===== config.mk =====
export PLATFORM = sky130hd
export DESIGN_NAME = alu_ctrl_decode_flat
export DESIGN_NICKNAME = d
export VERILOG_FILES = /design/src/rtl/alu_ctrl_decode_pkg.sv /design/src/rtl/alu_ctrl_decode_if.sv /design/src/rtl/alu_ctrl_comb.sv /design/src/rtl/alu_ctrl_decode.sv /design/src/flat_wrapper.sv
export SDC_FILE = /design/constraint.sdc
export NUM_CORES = 1
export LEC_CHECK = 0
export BUFFER_PORTS_ARGS = -buffer_cell sky130_fd_sc_hd__buf_2
export CORE_MARGIN = 2
export CORE_UTILIZATION = 54
export CTS_CLUSTER_DIAMETER = 200
export DETAILED_ROUTE_END_ITERATION = 10
export PLACE_DENSITY = 0.88
export RECOVER_POWER = 100
export SLEW_MARGIN = 20
export SYNTH_ARGS = -nofsm -noshare
export SYNTH_HDL_FRONTEND = slang
export SYNTH_SLANG_ARGS = --single-unit

===== constraint.sdc =====
create_clock -name clk -period 2 [get_ports clk]
set_input_delay 0.4 -clock clk [delete_from_list [all_inputs] [get_ports clk]]
set_output_delay 0.4 -clock clk [all_outputs]
set_load 0.05 [all_outputs]

===== src/rtl/alu_ctrl_decode_pkg.sv =====
// Shared definitions for the ALU control decode stage: opcodes, funct codes,
// occupancy state encodings and the decoded-entry payload.
package alu_ctrl_decode_pkg;

  localparam int unsigned INSTR_W = 16;
  localparam int unsigned OP_W    = 5;
  localparam int unsigned FN_W    = 2;
  localparam int unsigned IMM_W   = 16;

  localparam logic [OP_W-1:0] OP_ADDI  = 5'b01000;
  localparam logic [OP_W-1:0] OP_SUBI  = 5'b01001;
  localparam logic [OP_W-1:0] OP_XORI  = 5'b01010;
  localparam logic [OP_W-1:0] OP_ANDNI = 5'b01011;
  localparam logic [OP_W-1:0] OP_SLBI  = 5'b10010;
  localparam logic [OP_W-1:0] OP_ROLI  = 5'b10100;
  localparam logic [OP_W-1:0] OP_SLLI  = 5'b10101;
  localparam logic [OP_W-1:0] OP_RORI  = 5'b10110;
  localparam logic [OP_W-1:0] OP_SRLI  = 5'b10111;
  localparam logic [OP_W-1:0] OP_LBI   = 5'b11000;
  localparam logic [OP_W-1:0] OP_BTR   = 5'b11001;
  localparam logic [OP_W-1:0] OP_SHIFT = 5'b11010;
  localparam logic [OP_W-1:0] OP_ARITH = 5'b11011;
  localparam logic [OP_W-1:0] OP_SEQ   = 5'b11100;
  localparam logic [OP_W-1:0] OP_SLT   = 5'b11101;
  localparam logic [OP_W-1:0] OP_SLE   = 5'b11110;
  localparam logic [OP_W-1:0] OP_SCO   = 5'b11111;

  localparam logic [FN_W-1:0] FN_ADD  = 2'b00;
  localparam logic [FN_W-1:0] FN_SUB  = 2'b01;
  localparam logic [FN_W-1:0] FN_XOR  = 2'b10;
  localparam logic [FN_W-1:0] FN_ANDN = 2'b11;

  typedef enum logic [1:0] {
    EMPTY = 2'd0,
    ONE   = 2'd1,
    FULL  = 2'd2
  } occ_state_e;

  typedef struct packed {
    logic [OP_W-1:0]  op;
    logic             inv_a;
    logic             inv_b;
    logic             cin;
    logic [FN_W-1:0]  lower_two;
    logic [IMM_W-1:0] imm16;
    logic             use_imm;
    logic             illegal;
  } ctrl_t;

endpackage


===== src/rtl/alu_ctrl_decode_if.sv =====
// Instruction-in / ALU-control-out channel of the decode stage.
// The trap signal exists only when ALU_DEC_TRAP_EN is defined.
interface alu_ctrl_decode_if #(
  parameter int unsigned IW = 16
);
  logic          in_valid;
  logic          in_ready;
  logic [IW-1:0] instr;
  logic          out_valid;
  logic          out_ready;
  logic [4:0]    op;
  logic          inv_a;
  logic          inv_b;
  logic          cin;
  logic [1:0]    lower_two;
  logic [15:0]   imm16;
  logic          use_imm;
  logic          illegal;
`ifdef ALU_DEC_TRAP_EN
  logic          trap;
`endif

  // Environment side: fetch/issue drives instructions, execute consumes controls.
  modport master (
    output in_valid, instr, out_ready,
    input  in_ready, out_valid, op, inv_a, inv_b, cin, lower_two, imm16,
           use_imm, illegal
`ifdef ALU_DEC_TRAP_EN
    , input trap
`endif
  );

  // Decode stage side.
  modport slave (
    input  in_valid, instr, out_ready,
    output in_ready, out_valid, op, inv_a, inv_b, cin, lower_two, imm16,
           use_imm, illegal
`ifdef ALU_DEC_TRAP_EN
    , output trap
`endif
  );
endinterface


===== src/rtl/alu_ctrl_comb.sv =====
// Purely combinational WISC-SP13 instruction to ALU control decode.
module alu_ctrl_comb
  import alu_ctrl_decode_pkg::*;
(
  input  logic [INSTR_W-1:0] instr,
  output ctrl_t              ctrl_c
);

  logic [OP_W-1:0] op;
  logic [IMM_W-1:0] sext5, zext5, sext8, zext8, zext4;
  logic unused_instr_bits;

  assign op    = instr[15:11];
  assign sext5 = {{11{instr[4]}}, instr[4:0]};
  assign zext5 = {11'b0, instr[4:0]};
  assign sext8 = {{8{instr[7]}}, instr[7:0]};
  assign zext8 = {8'b0, instr[7:0]};
  assign zext4 = {12'b0, instr[3:0]};
  // Register specifier bits are not needed for ALU control.
  assign unused_instr_bits = ^instr[10:8];

  always_comb begin
    ctrl_c    = '0;
    ctrl_c.op = op;
    unique case (op)
      OP_ADDI:  begin ctrl_c.imm16 = sext5; ctrl_c.use_imm = 1'b1; end
      OP_SUBI:  begin
        ctrl_c.imm16   = sext5;
        ctrl_c.inv_a   = 1'b1;
        ctrl_c.cin     = 1'b1;
        ctrl_c.use_imm = 1'b1;
      end
      OP_XORI:  begin ctrl_c.imm16 = zext5; ctrl_c.use_imm = 1'b1; end
      OP_ANDNI: begin
        ctrl_c.imm16   = zext5;
        ctrl_c.inv_b   = 1'b1;
        ctrl_c.use_imm = 1'b1;
      end
      OP_ROLI, OP_SLLI, OP_RORI, OP_SRLI: begin
        ctrl_c.imm16   = zext4;
        ctrl_c.use_imm = 1'b1;
      end
      OP_ARITH: begin
        ctrl_c.lower_two = instr[1:0];
        unique case (instr[1:0])
          FN_SUB:  begin ctrl_c.inv_a = 1'b1; ctrl_c.cin = 1'b1; end
          FN_ANDN: ctrl_c.inv_b = 1'b1;
          default: ;
        endcase
      end
      OP_SHIFT: ctrl_c.lower_two = instr[1:0];
      OP_SEQ, OP_SLT, OP_SLE: begin ctrl_c.inv_b = 1'b1; ctrl_c.cin = 1'b1; end
      OP_SCO, OP_BTR: ;
      OP_LBI:   begin ctrl_c.imm16 = sext8; ctrl_c.use_imm = 1'b1; end
      OP_SLBI:  begin ctrl_c.imm16 = zext8; ctrl_c.use_imm = 1'b1; end
      default:  ctrl_c.illegal = 1'b1;
    endcase
  end

endmodule


===== src/rtl/alu_ctrl_decode.sv =====
// Pipelined ALU control decode stage with a 2-entry skid buffer.
// Define ALU_DEC_TRAP_EN to add a sticky trap on illegal-opcode retirement.
module alu_ctrl_decode
  import alu_ctrl_decode_pkg::*;
#(
  parameter int unsigned DEPTH = 2,
  parameter int unsigned IW    = 16
) (
  input  logic               clk,
  input  logic               rst_n,
  input  logic               flush,
  alu_ctrl_decode_if.slave   bus
);

  if (DEPTH != 2 || IW != INSTR_W) begin : g_bad_cfg
    $error("alu_ctrl_decode: only DEPTH=2 and IW=16 are supported");
  end

  occ_state_e state_q, state_d;
  ctrl_t      head_q, head_d;
  ctrl_t      tail_q, tail_d;
  ctrl_t      dec_c;
  logic       out_valid_q, out_valid_d;
  logic       in_ready_q, in_ready_d;
  logic       push, pop;
`ifdef ALU_DEC_TRAP_EN
  logic       trap_q, trap_d;
`endif

  // Decode at the input so buffered entries hold ready-to-use control fields.
  alu_ctrl_comb u_comb (
    .instr  (bus.instr),
    .ctrl_c (dec_c)
  );

  assign push = bus.in_valid & in_ready_q;
  assign pop  = out_valid_q & bus.out_ready;

  always_comb begin
    state_d = state_q;
    head_d  = head_q;
    tail_d  = tail_q;
    unique case (state_q)
      EMPTY: if (push) begin
        head_d  = dec_c;
        state_d = ONE;
      end
      ONE: begin
        if (push && pop) begin
          head_d = dec_c;
        end else if (push) begin
          tail_d  = dec_c;
          state_d = FULL;
        end else if (pop) begin
          state_d = EMPTY;
        end
      end
      FULL: if (pop) begin
        head_d  = tail_q;
        state_d = ONE;
      end
      default: state_d = EMPTY;
    endcase
    if (flush) state_d = EMPTY;

    out_valid_d = (state_d != EMPTY);
`ifdef ALU_DEC_TRAP_EN
    trap_d = trap_q | (pop & head_q.illegal);
    if (flush) trap_d = 1'b0;
    in_ready_d = (state_d != FULL) && !trap_d;
`else
    in_ready_d = (state_d != FULL);
`endif
  end

  always_ff @(posedge clk or negedge rst_n) begin
    if (!rst_n) begin
      state_q     <= EMPTY;
      head_q      <= '0;
      tail_q      <= '0;
      out_valid_q <= 1'b0;
      in_ready_q  <= 1'b1;
    end else begin
      state_q     <= state_d;
      head_q      <= head_d;
      tail_q      <= tail_d;
      out_valid_q <= out_valid_d;
      in_ready_q  <= in_ready_d;
    end
  end

`ifdef ALU_DEC_TRAP_EN
  always_ff @(posedge clk or negedge rst_n) begin
    if (!rst_n) trap_q <= 1'b0;
    else        trap_q <= trap_d;
  end
  assign bus.trap = trap_q;
`endif

  // Head entry is a flop, so every control output comes straight from a register.
  assign bus.in_ready  = in_ready_q;
  assign bus.out_valid = out_valid_q;
  assign bus.op        = head_q.op;
  assign bus.inv_a     = head_q.inv_a;
  assign bus.inv_b     = head_q.inv_b;
  assign bus.cin       = head_q.cin;
  assign bus.lower_two = head_q.lower_two;
  assign bus.imm16     = head_q.imm16;
  assign bus.use_imm   = head_q.use_imm;
  assign bus.illegal   = head_q.illegal;

endmodule

===== src/flat_wrapper.sv =====
// flat-port wrapper written by rule: the top's interface ports become plain ports
module alu_ctrl_decode_flat import alu_ctrl_decode_pkg::*;
#(
  parameter int unsigned DEPTH = 2,
  parameter int unsigned IW    = 16
)
  (clk, rst_n, flush, bus_in_valid, bus_instr, bus_out_ready, bus_in_ready, bus_out_valid, bus_op, bus_inv_a, bus_inv_b, bus_cin, bus_lower_two, bus_imm16, bus_use_imm, bus_illegal);
  alu_ctrl_decode_if #(.IW(IW)) bus_i ();
  input  logic clk;
  input  logic rst_n;
  input  logic flush;
  input wire logic [$bits(bus_i.in_valid)-1:0] bus_in_valid;
  input wire logic [$bits(bus_i.instr)-1:0] bus_instr;
  input wire logic [$bits(bus_i.out_ready)-1:0] bus_out_ready;
  output wire logic [$bits(bus_i.in_ready)-1:0] bus_in_ready;
  output wire logic [$bits(bus_i.out_valid)-1:0] bus_out_valid;
  output wire logic [$bits(bus_i.op)-1:0] bus_op;
  output wire logic [$bits(bus_i.inv_a)-1:0] bus_inv_a;
  output wire logic [$bits(bus_i.inv_b)-1:0] bus_inv_b;
  output wire logic [$bits(bus_i.cin)-1:0] bus_cin;
  output wire logic [$bits(bus_i.lower_two)-1:0] bus_lower_two;
  output wire logic [$bits(bus_i.imm16)-1:0] bus_imm16;
  output wire logic [$bits(bus_i.use_imm)-1:0] bus_use_imm;
  output wire logic [$bits(bus_i.illegal)-1:0] bus_illegal;
  assign bus_i.in_valid = bus_in_valid;
  assign bus_i.instr = bus_instr;
  assign bus_i.out_ready = bus_out_ready;
  assign bus_in_ready = bus_i.in_ready;
  assign bus_out_valid = bus_i.out_valid;
  assign bus_op = bus_i.op;
  assign bus_inv_a = bus_i.inv_a;
  assign bus_inv_b = bus_i.inv_b;
  assign bus_cin = bus_i.cin;
  assign bus_lower_two = bus_i.lower_two;
  assign bus_imm16 = bus_i.imm16;
  assign bus_use_imm = bus_i.use_imm;
  assign bus_illegal = bus_i.illegal;
  alu_ctrl_decode #(.DEPTH(DEPTH), .IW(IW)) u_core (.clk(clk), .rst_n(rst_n), .flush(flush), .bus(bus_i));
endmodule

### Word level (Yosys, flattened, before mapping)

Index checks and enable logic that the tools add are counted.

* register bits after elaboration: 60
* input bits: 21
* output and inout port bits: 30
* word-level logic and storage cells: 79

* eq/ne operators: 25
* muxes and demuxes: 19
* bitwise operators: 3
* reduce and logical (&&, ||, !) cells: 13

Operators by type and width (count)
* one-hot mux 17 bit (5 select lines): 1
* two-way mux 28 bit: 3
* one-hot mux 28 bit (3 select lines): 1
* == test 5 bit (second input constant): 13
* == test 5 x 4 -> 1 bit (second input constant): 4
* OR reduction 17 bit: 1
* two-way mux 2 bit: 7
* OR reduction 4 bit: 3
* != test 2 x 1 -> 1 bit (second input constant): 3
* one-hot mux 1 bit (2 select lines): 3
* one-hot mux 2 bit (3 select lines): 1
* OR reduction 2 bit: 3
* == test 2 x 1 -> 1 bit (second input constant): 2
* == test 2 bit (second input constant): 2
* AND reduction 4 bit: 1
* two-way mux 1 bit: 3
* AND reduction 3 bit: 1
* nonzero test 3 bit: 1
* bitwise AND 1 bit: 2
* logical NOT 2 bit: 1
* != test 2 bit (second input constant): 1
* nonzero test 2 bit: 1
* logical AND 1 bit: 1
* NOT 1 bit: 1

### Longest topological paths before layout

Gate-level depths: netlist of the first run.

* depth in word-level cells: 7
* gate-level depth with buffers: 7
* depth with buffers taken out: 4

### Modules after synthesis

Synthesis of the first run repeated with hierarchy kept, for this count alone.

* cells, all modules: 236
* area total of the unflattened synthesis: 3084.2 um2

By module, submodules not included
* alu_ctrl_decode: times used 1, cells each 169, area each 2638.8 um2, seq. area each 1502.7 um2
* alu_ctrl_comb: times used 1, cells each 67, area each 445.4 um2, seq. area each 0.0 um2

### Worst setup path before layout of the first run

Ideal clock, no wire load.

* path type: reg-to-reg
* from: reg u_core.out_valid_q, in the netlist u_core.bus.out_valid
* to: reg u_core.head_q, in the netlist u_core.bus.op[2]
* library setup time: 82 ps
* arrival: 1766 ps
* required time: 1918 ps
* path slack: 152 ps
* stages on the path, launching flop included: 6
* path buffers: 1
* period minus slack after synthesis: 1848 ps
* path through: dfrtp_1 > a21boi_1 > o31ai_2 > buf_2 > nor2_1 > a31oi_1

* longest elaborated chain between the ends: 4
* elaborated cells between the ends (all ways): 5
* classes of those cells: eq/ne: 2; bitwise: 1; reduce/logical: 2

RTL lines
* from (decl): RTL line alu_ctrl_decode.sv:23 `logic out_valid_q, out_valid_d;`
* from (signal assigned): RTL line alu_ctrl_decode.sv:87 `out_valid_q <= out_valid_d;`
* bitwise AND 1 bit *: RTL line alu_ctrl_decode.sv:37 `assign pop = out_valid_q & bus.out_ready;`
* logical AND 1 bit: RTL line alu_ctrl_decode.sv:49 `if (push && pop) begin`
* != test 2 x 1 -> 1 bit (no source line)
* AND reduction 4 bit (no source line) *
* to (signal assigned): RTL line alu_ctrl_decode.sv:79 `head_q <= '0;`
* to (signal assigned): RTL line alu_ctrl_decode.sv:85 `head_q <= head_d;`
* to (decl): RTL line alu_ctrl_decode.sv:20 `ctrl_t head_q, head_d;`

Mark *: on every way between the ends. The rest lies on a longest branch, timed or not.
A chain may end at the register's enable or synchronous reset.

### Worst setup path after layout of the first run

* from: reg u_core.state_q[0]
* to: reg u_core.tail_q[27] (netlist bit)

* longest elaborated chain between the ends: 2

RTL lines
* from (decl): RTL line alu_ctrl_decode.sv:19 `occ_state_e state_q, state_d;`
* from (signal assigned): RTL line alu_ctrl_decode.sv:84 `state_q <= state_d;`
* == test 2 x 1 -> 1 bit: RTL line alu_ctrl_decode.sv:43 `unique case (state_q)`
* AND reduction 3 bit (no source line)
* to (signal assigned): RTL line alu_ctrl_decode.sv:86 `tail_q <= tail_d;`
* to (decl): RTL line alu_ctrl_decode.sv:21 `ctrl_t tail_q, tail_d;`

No other way between the ends.

==> results.ini, run 1 <==
[yosys]
async_reset_ff_share_pct=100.0
yosysSeqAreaShare_pct=49.60
synth_edf_count=0
syn_area_um2=2323
synth_nets=272
ys_seq_elements=46
ys.flop_type=dfrtp_1
yosysUniqueCellTypes=48
syn_inst=251
avgSynthCellArea_um2=9.257
ys_warn_count=0

[cts]
clock-sinks=46
hold_buffers=0
cts_buffers=5
post-cts-setup-buffers=0
cts_root_buffer=clkbuf_8
clk_pin_slew_ps=80
cts_max_level=2
clock_latency_ps=300
cts_resized=0
cts_tree=done
clockBufferDepth=2

[sta]
fmax_mhz=562.1
hold_viol_final=0
setup_violations=0
period_needed_ps=1779
worst_slew_pin_slew_ps=1050
rsz0062_at_grt=false
max_slew_margin_pct=29.98
post-route-period-util_pct=88.95
tns_ps=0
slew_viol_final=0
fin_skew_ps=6.933

[drt]
vias=1931
via_per_inst=5.679
wl_um=4842
ant_nets=0
first_pass_iters=4
drt_iter0_drc=149
wl_per_cell_um=14.24
drc=0

[cells_and_area]
antennaDiodeCount=0
postLayoutCoreUtil_pct=65.43
drive_gt1_share_pct=15.17
final_common_cell=nand2_1
area_delta_synth_final_pct=14.27
most-common-layout-cells=nand2_1, dfrtp_1, clkbuf_1
final_nets=311

[grt]
gr-total-overflow=0
antenna_found_initial=0
grt_use_total_pct=20.80
first_global_vias=1801
grt_max_degree=36
grt_pass1_wl_um=8066

[power]
vdd_ir_drop_max_v=0.0005586
power_leakage_nw=1.129
p_per_area_nw_per_um2=1133

[floorplanning]
core-area_um2=4058
start_util_pct=57.26
dieArea_um2=4843
die_x_um=69.60
core.rowCount=23
pin_count=51
die_h_um=69.60

[status]
status=complete, no violations

[critical_path]
cp-start-kind=flop
worstPathMaxFanout=35
arrival_ps=1960
worstPathRequired_ps=2180
critical_path_class=flop to flop
crit_path_end_kind=flop

[placement]
dp_hpwl_um=3401
io_buffers=47
finalWeightedCongestion=0.7406

[run]
drv_cap=0

[min_path]
hp-class=input pin to asynchronous set/reset pin

synth_stat cells (all sizes together), types with 3 or more instances:
cell,n,area [um^2]
nand2,50,187.7
dfrtp,45,1126
o21ai,22,110.1
nor2,18,67.56
buf,17,107.6
a31oi,14,87.58
clkbuf,9,33.78
nand3,8,40.04
a21oi,6,30.03
nand2b,6,37.54
mux2,5,56.30
a211oi,4,30.03
nor2b,4,25.02
o2bb2ai,4,35.03
o31ai,3,27.52
registers in the layout, summed over array words and instances (netlist names):
signal                flops
u_core.tail_q            21
u_core.bus.imm16          9
u_core.bus.op             5
u_core.bus.lower_two      2
u_core.state_q            2
u_core.bus.cin            1
u_core.bus.illegal        1
u_core.bus.in_ready       1
u_core.bus.inv_a          1
u_core.bus.inv_b          1
u_core.bus.out_valid      1
u_core.bus.use_imm        1
per-layer routing:
metal  part of all wire, %  GRT usage (%)  vias to the layer above
li1                      -              -                      954
met1                    44          26.72                      912
met2                    49          34.29                       61
met3                   5.6          4.942                        4
met4                  0.99          7.625                        0
met5                     0              0                        -
worst paths after layout:
| check | start | to | slack, ps | cells after the start |
|---|---|---|---|---|
| setup / recovery | u_core.state_q[0] | u_core.tail_q[27] | 220 | 4 |
| hold / removal | rst_n | u_core.bus.op[4] | 260 | 1 |
| setup reg to reg | u_core.state_q[0] | u_core.tail_q[27] | 220 | 4 |
| hold reg to reg | u_core.tail_q[18] | u_core.tail_q[18] | 490 | 2 |
| max in group asynchronous | rst_n | u_core.bus.cin | 540 | 2 |
| min in group clk | flush | u_core.bus.out_valid | 280 | 2 |
cells by family (layout without fill, tap and decap cells):
| kind of cell | after synthesis | after routing | share of synthesized area [%] |
|---|---|---|---|
| flip-flops | 46 | 46 | 49.60 |
| multiplexers | 6 | 6 | 2.854 |
| AND/OR/NAND/NOR | 101 | 101 | 21.22 |
| XOR/XNOR | 2 | 2 | 0.7540 |
| buffers and inverters | 28 | 67 | 6.408 |
| AO/OA/AOI/OAI | 68 | 68 | 19.17 |
worst max-delay path, cell delays in order (launching register included):
cell	delay [ps]
dfrtp_1	440
a21boi_0	540
nand2_1	190
buf_12	210
mux2_2	280
power by group:
group          leakage (nW)  switching (W)  internal [W]
clock network        0.0573       0.000296      0.000400
logic                 0.493       0.000800      0.000257
registers             0.579       0.000117       0.00114
total                  1.13        0.00121       0.00179
metrics by stage:
stage               instances  setup slack, ps  power (W)  hold slack, ps  area, um^2
floorplan                 251            152.5   0.002136           104.4        2323
global placement          333            218.9   0.002345           380.7        2596
detailed placement        333            200.5   0.002374           386.7        2596
CTS                       340            379.8   0.003068           60.74        2709
global route              340            136.9   0.003176           268.8        2655
finish                    340            221.1   0.003007           263.8        2655
layout make-up:
cell class	instances	area (um^2)
Multi-Input combinational cell	177	1031
Fill cell	338	1403
Clock buffer	6	82.58
Tap cell	50	62.56
Inverter	2	7.507
Timing Repair Buffer	58	289.0
Sequential cell	46	1152
Clock inverter	1	30.03
Note: power is estimated with default switching activity, not from simulation.
==> run 2: changes to the inputs <==
Settings changed: CELL_PAD_IN_SITES_DETAIL_PLACEMENT set to 0, CELL_PAD_IN_SITES_GLOBAL_PLACEMENT set to 1, CORE_UTILIZATION 54 to 35, PLACE_DENSITY 0.88 to 0.79.
==> run 2 against run 1 <==
  * The run now ends with capacitance limit, slew limit left
  * Critical path type unchanged
  * Critical path depth did not move
  * Hold slack improved by 18 ps
  * Die area rose by 51%
  * Final area rose by 0.47%
  * Largest cell class unchanged
  * Wire length rose by 6.7%
  * Sequential cell count did not move
  * Clock skew rose by 0.52 ps
  * Highest routed layer unchanged
  * Sequential share of layout area fell by 0.20 points
==> results.ini, run 2 (synthesis results as in run 1) <==
[status]
status=finished, violations left
failed_checks=capacitance limit, slew limit

[sta]
setup_violations=0  ; unchanged
tns_ps=0  ; unchanged
max_slew_margin_pct=-3.016  ; -33 points
post-route-period-util_pct=86.69  ; -2.3 points
slew_viol_final=30  ; +30
final.setup.worst_slack_ps=266.1  ; +45.06 ps
rsz0062_at_grt=false
fin_skew_ps=7.456  ; +0.5229 ps
worst_slew_pin_slew_ps=1545  ; +494.9 ps
fmax_mhz=576.7  ; +2.6%
period_needed_ps=1734  ; -45.06 ps
hold_viol_final=0  ; unchanged

[cts]
cts_root_buffer=clkbuf_8
post-cts-setup-buffers=0  ; unchanged
cts_buffers=5  ; unchanged
cts_max_level=2  ; unchanged
clock_latency_ps=300  ; about the same
cts_resized=0  ; unchanged
cts_tree=done
clockBufferDepth=2  ; unchanged
clock-sinks=46  ; unchanged
hold_buffers=0  ; unchanged
clk_pin_slew_ps=80  ; about the same

[drt]
drc=0  ; unchanged
via_per_inst=5.108  ; -10%
drt_iter0_drc=112  ; -25%
wl_per_cell_um=14.00  ; -1.7%
first_pass_iters=4  ; unchanged
wl_um=5165  ; +6.7%
ant_nets=0  ; unchanged
vias=1885  ; -2.4%

[cells_and_area]
final_common_cell=nand2_1
most-common-layout-cells=nand2_1, dfrtp_1, clkbuf_1
largest_reg_flops=21  ; unchanged
stdcell_count=369  ; +8.5%
nFillCells=673  ; +99%
largest-register=u_core.tail_q
final_nets=312  ; +0.32%
drive_gt1_share_pct=14.38  ; -0.79 points
antennaDiodeCount=0  ; unchanged
area_delta_synth_final_pct=14.81
multi_input_area_um2=1031  ; unchanged
ff_latch_area_um2=1152  ; unchanged

[floorplanning]
die_h_um=85.48  ; +23%
start_util_pct=36.38  ; -21 points
core.rowCount=29  ; +26%
core-area_um2=6386  ; +57%
die_x_um=85.48  ; +23%
dieArea_um2=7306  ; +51%
pin_count=51  ; unchanged

[grt]
antenna_found_initial=0  ; unchanged
grt_max_degree=36  ; unchanged
grt_pass1_wl_um=8894  ; +10%
first_global_vias=1757  ; -2.4%
grt_use_total_pct=15.23  ; -5.6 points
gr-total-overflow=0  ; unchanged

[critical_path]
arrival_ps=1950  ; about the same
crit_chain=nand2b_1 > clkbuf_1 > nand3_1 > a31oi_1
slowest_delay_ps=480  ; -60 ps
cp-start-kind=flop
critical_path_class=flop to flop
cp_slowest_cell=dfrtp_1
crit_path_end_kind=flop
worstPathMaxFanout=11  ; -69%
worstPathRequired_ps=2220  ; +40 ps

[placement]
finalWeightedCongestion=0.7776  ; +5.0%
io_buffers=47  ; unchanged
dp.cells=361  ; +8.4%
place_ws_ps=216.8  ; +16.30 ps
dp_hpwl_um=3666  ; +7.8%

[min_path]
hp-class=input pin to flop

[power]
vdd_ir_drop_max_v=0.0006967  ; +25%
power_leakage_nw=1.117  ; -1.1%
p_per_area_nw_per_um2=1084  ; -4.3%

[run]
drv_cap=1  ; +1

[run 2: critical path: cells and delay by family, from the launching register on]
kind / cells / cell delay, ps
compound gates: 1 / 190
buf+inv: 1 / 440
simple gates: 2 / 550
flops: 1 / 480
[run 2: stage by stage]
step           area, um^2  util, %  total power [W]  hold WS, ps
6_report             2668    41.77         0.002891        281.4
5_1_grt              2668    41.77         0.003073        270.6
4_1_cts              2729    42.73         0.002982        138.7
3_5_place_dp         2638    41.30         0.002387        464.2
3_3_place_gp         2638    41.30         0.002369        457.9
2_1_floorplan        2323        -         0.002136        104.4
[run 2: routing by layer]
layer	vias up	track usage (%)	routed length, um
met5	-	0	0
met4	0	3.896	50
met3	6	4.183	270
met2	39	23.65	2348
met1	879	21.11	2495
li1	961	-	-
[run 2: area by class of cell]
cell class | instances | share of cell area [%]
sequential | 46 | 43.20
multi-input combinational | 177 | 38.65
timing repair buffer | 59 | 10.83
tap | 77 | 3.612
clock buffer | 7 | 3.236
inverter | 2 | 0.2814
clock inverter | 1 | 0.1876
[run 2: final timing paths]
path | start | end | slack [ps] | cells past startpoint
worst min register to register | u_core.tail_q[6] | u_core.tail_q[6] | 480 | 2
min in group asynchronous | rst_n | u_core.tail_q[6] | 470 | 1
max in group asynchronous | rst_n | u_core.tail_q[19] | 460 | 2
worst max-delay path | u_core.state_q[1] | u_core.bus.illegal | 270 | 4
worst max register to register | u_core.state_q[1] | u_core.bus.illegal | 270 | 4
worst min-delay path | flush | u_core.bus.out_valid | 280 | 2
[run 2: where the power goes]
part / switching [W] / internal (W) / leakage, nW
clock: 0.000300 / 0.000279 / 0.0482
sequential: 0.000122 / 0.00114 / 0.578
combinational: 0.000796 / 0.000257 / 0.490
==> run 3: changes to the inputs <==
Settings changed: PLACE_DENSITY 0.79 to 0.67.
==> run 3 against run 2 <==
  * Largest power group unchanged
  * Combinational power about the same
  * Global-route usage is 0.49 points higher
  * Clock power rose by 4.7%
  * Sequential cell count unchanged
  * Clock skew about the same
  * The run now ends clean
  * Utilization is 0.47 points lower
  * Register-to-register slack barely moved
  * Die area stayed put
==> results.ini, run 3 (synthesis results as in run 1) <==
[drt]
drc=0  ; unchanged
wl_um=5362  ; +3.8%
first_pass_iters=4  ; unchanged
via_per_inst=5.177  ; +1.3%
ant_nets=0  ; unchanged
vias=1905  ; +1.1%
drt_iter0_drc=93  ; -17%
wl_per_cell_um=14.57  ; +4.1%

[min_path]
hp-class=input pin to flop

[critical_path]
crit_path_end_kind=output pin
cp-start-kind=flop
arrival_ps=1340  ; -610 ps
cp_slowest_cell=dfstp_1
crit_chain=clkbuf_1
path_buf_inv=1  ; unchanged
crit_family=flip-flops
worstPathRequired_ps=1600  ; -620 ps
critical_path_class=flop to output pin
slowest_delay_ps=560  ; +80 ps
worstPathMaxFanout=4  ; -7

[cells_and_area]
most-common-layout-cells=nand2_1, dfrtp_1, clkbuf_1
final_nets=311  ; -0.32%
drive_gt1_share_pct=14.09  ; -0.29 points
final_common_cell=nand2_1
area_delta_synth_final_pct=13.52
largest-register=u_core.tail_q
antennaDiodeCount=0  ; unchanged
design_area_um2=2638  ; -1.1%
largest_reg_flops=21  ; unchanged

[cts]
cts_root_buffer=clkbuf_8
clock_latency_ps=310  ; about the same
post-cts-setup-buffers=0  ; unchanged
cts_max_level=2  ; unchanged
cts_buffers=5  ; unchanged
cts_resized=0  ; unchanged
clock-sinks=46  ; unchanged
clk_pin_slew_ps=90  ; about the same
hold_buffers=0  ; unchanged
cts_tree=done
clockBufferDepth=2  ; unchanged

[sta]
fin_skew_ps=7.938  ; +0.4826 ps
slew_viol_final=0  ; -100%
tns_ps=0  ; unchanged
rsz0062_at_grt=false
setup_violations=0  ; unchanged
worst_slew_pin_slew_ps=1125  ; -420.6 ps
hold_viol_final=0  ; unchanged
period_needed_ps=1735  ; +1.344 ps
fmax_mhz=576.3  ; about the same
post-route-period-util_pct=86.76  ; about the same
max_slew_margin_pct=25.02  ; +28 points

[grt]
grt_max_degree=36  ; unchanged
gr-total-overflow=0  ; unchanged
grt_pass1_wl_um=9087  ; +2.2%
grt_use_total_pct=15.72  ; +0.49 points
antenna_found_initial=0  ; unchanged
first_global_vias=1768  ; +0.63%

[floorplanning]
die_x_um=85.48  ; unchanged
pin_count=51  ; unchanged
start_util_pct=36.38  ; unchanged
dieArea_um2=7306  ; unchanged
core.rowCount=29  ; unchanged
core-area_um2=6386  ; unchanged
die_h_um=85.48  ; unchanged

[placement]
dp_hpwl_um=3657  ; -0.26%
io_buffers=47  ; unchanged
finalWeightedCongestion=0.7394  ; -4.9%
place_area_um2=2618  ; -0.76%

[power]
internal-power_w=0.001662  ; -0.69%
sw_frac_of_total_pct=42.72  ; +0.59 points
power.total_w=0.002901  ; +0.34%
pwr-share-clk_pct=20.9  ; +0.9 points
combPwrFrac_pct=35.9  ; -0.5 points
p_sw_w=0.001239  ; +1.8%
vdd_ir_drop_max_v=0.0004476  ; -36%
p_per_area_nw_per_um2=1100  ; +1.5%
power_leakage_nw=1.106  ; -1.0%
seq_power_share_pct=43.2  ; -0.3 points

[status]
status=complete, no violations

[run]
drv_cap=0  ; -1

==> run 3: changes by cell type in the layout (fill, tap and decap cells not counted), sizes merged <==
cell and change:
clkbuf -2, clkinvlp +1
==> run 3: final timing paths <==
path / from / endpoint / slack [ps] / depth (start not counted)
min reg2reg: u_core.tail_q[21] / u_core.tail_q[21] / 480 / 2
min in group asynchronous: rst_n / u_core.bus.imm16[6] / 280 / 1
max in group asynchronous: rst_n / u_core.bus.lower_two[1] / 660 / 2
min: flush / u_core.bus.out_valid / 270 / 2
max reg2reg: u_core.bus.in_ready / u_core.bus.imm16[14] / 270 / 5
max: u_core.bus.in_ready / bus_in_ready / 260 / 1
==> run 3: area by class of cell <==
class                           count  area [um^2]
Clock inverter                      2        12.51
Inverter                            2        7.507
Timing Repair Buffer               58        272.8
Clock buffer                        6        82.58
Multi-Input combinational cell    177         1013
Fill cell                         681         3749
Tap cell                           77        96.34
Sequential cell                    46         1152
==> run 3: per-layer routing <==
| layer | up-vias | track usage (%) | part of all wire [%] |
|---|---|---|---|
| met3 | 8 | 4.086 | 5.2 |
| met5 | - | 0 | 0 |
| met2 | 45 | 23.86 | 43 |
| met4 | 0 | 4.762 | 1.2 |
| li1 | 960 | - | - |
| met1 | 892 | 22.08 | 51 |
==> run 3: per-stage QoR <==
step	utilization [%]	setup slack, ps	cells	hold slack (ps)
floorplan	-	152.5	251	104.4
global placement	40.99	217.1	360	404.4
detailed placement	40.99	206.7	360	408.9
CTS	42.48	320.1	368	67.07
global route	41.30	125.0	368	261.1
finish	41.30	264.8	368	266.3
==> run 3: power by group through the flow <==
stage | clock (W) | combinational, W | sequential [W]
after floorplan | 0 | 0.000511 | 0.00163
after global placement | 0 | 0.00110 | 0.00126
after detailed placement | 0 | 0.00111 | 0.00127
after CTS | 0.000622 | 0.00111 | 0.00125
after global routing | 0.000661 | 0.00113 | 0.00128
final | 0.000606 | 0.00104 | 0.00125
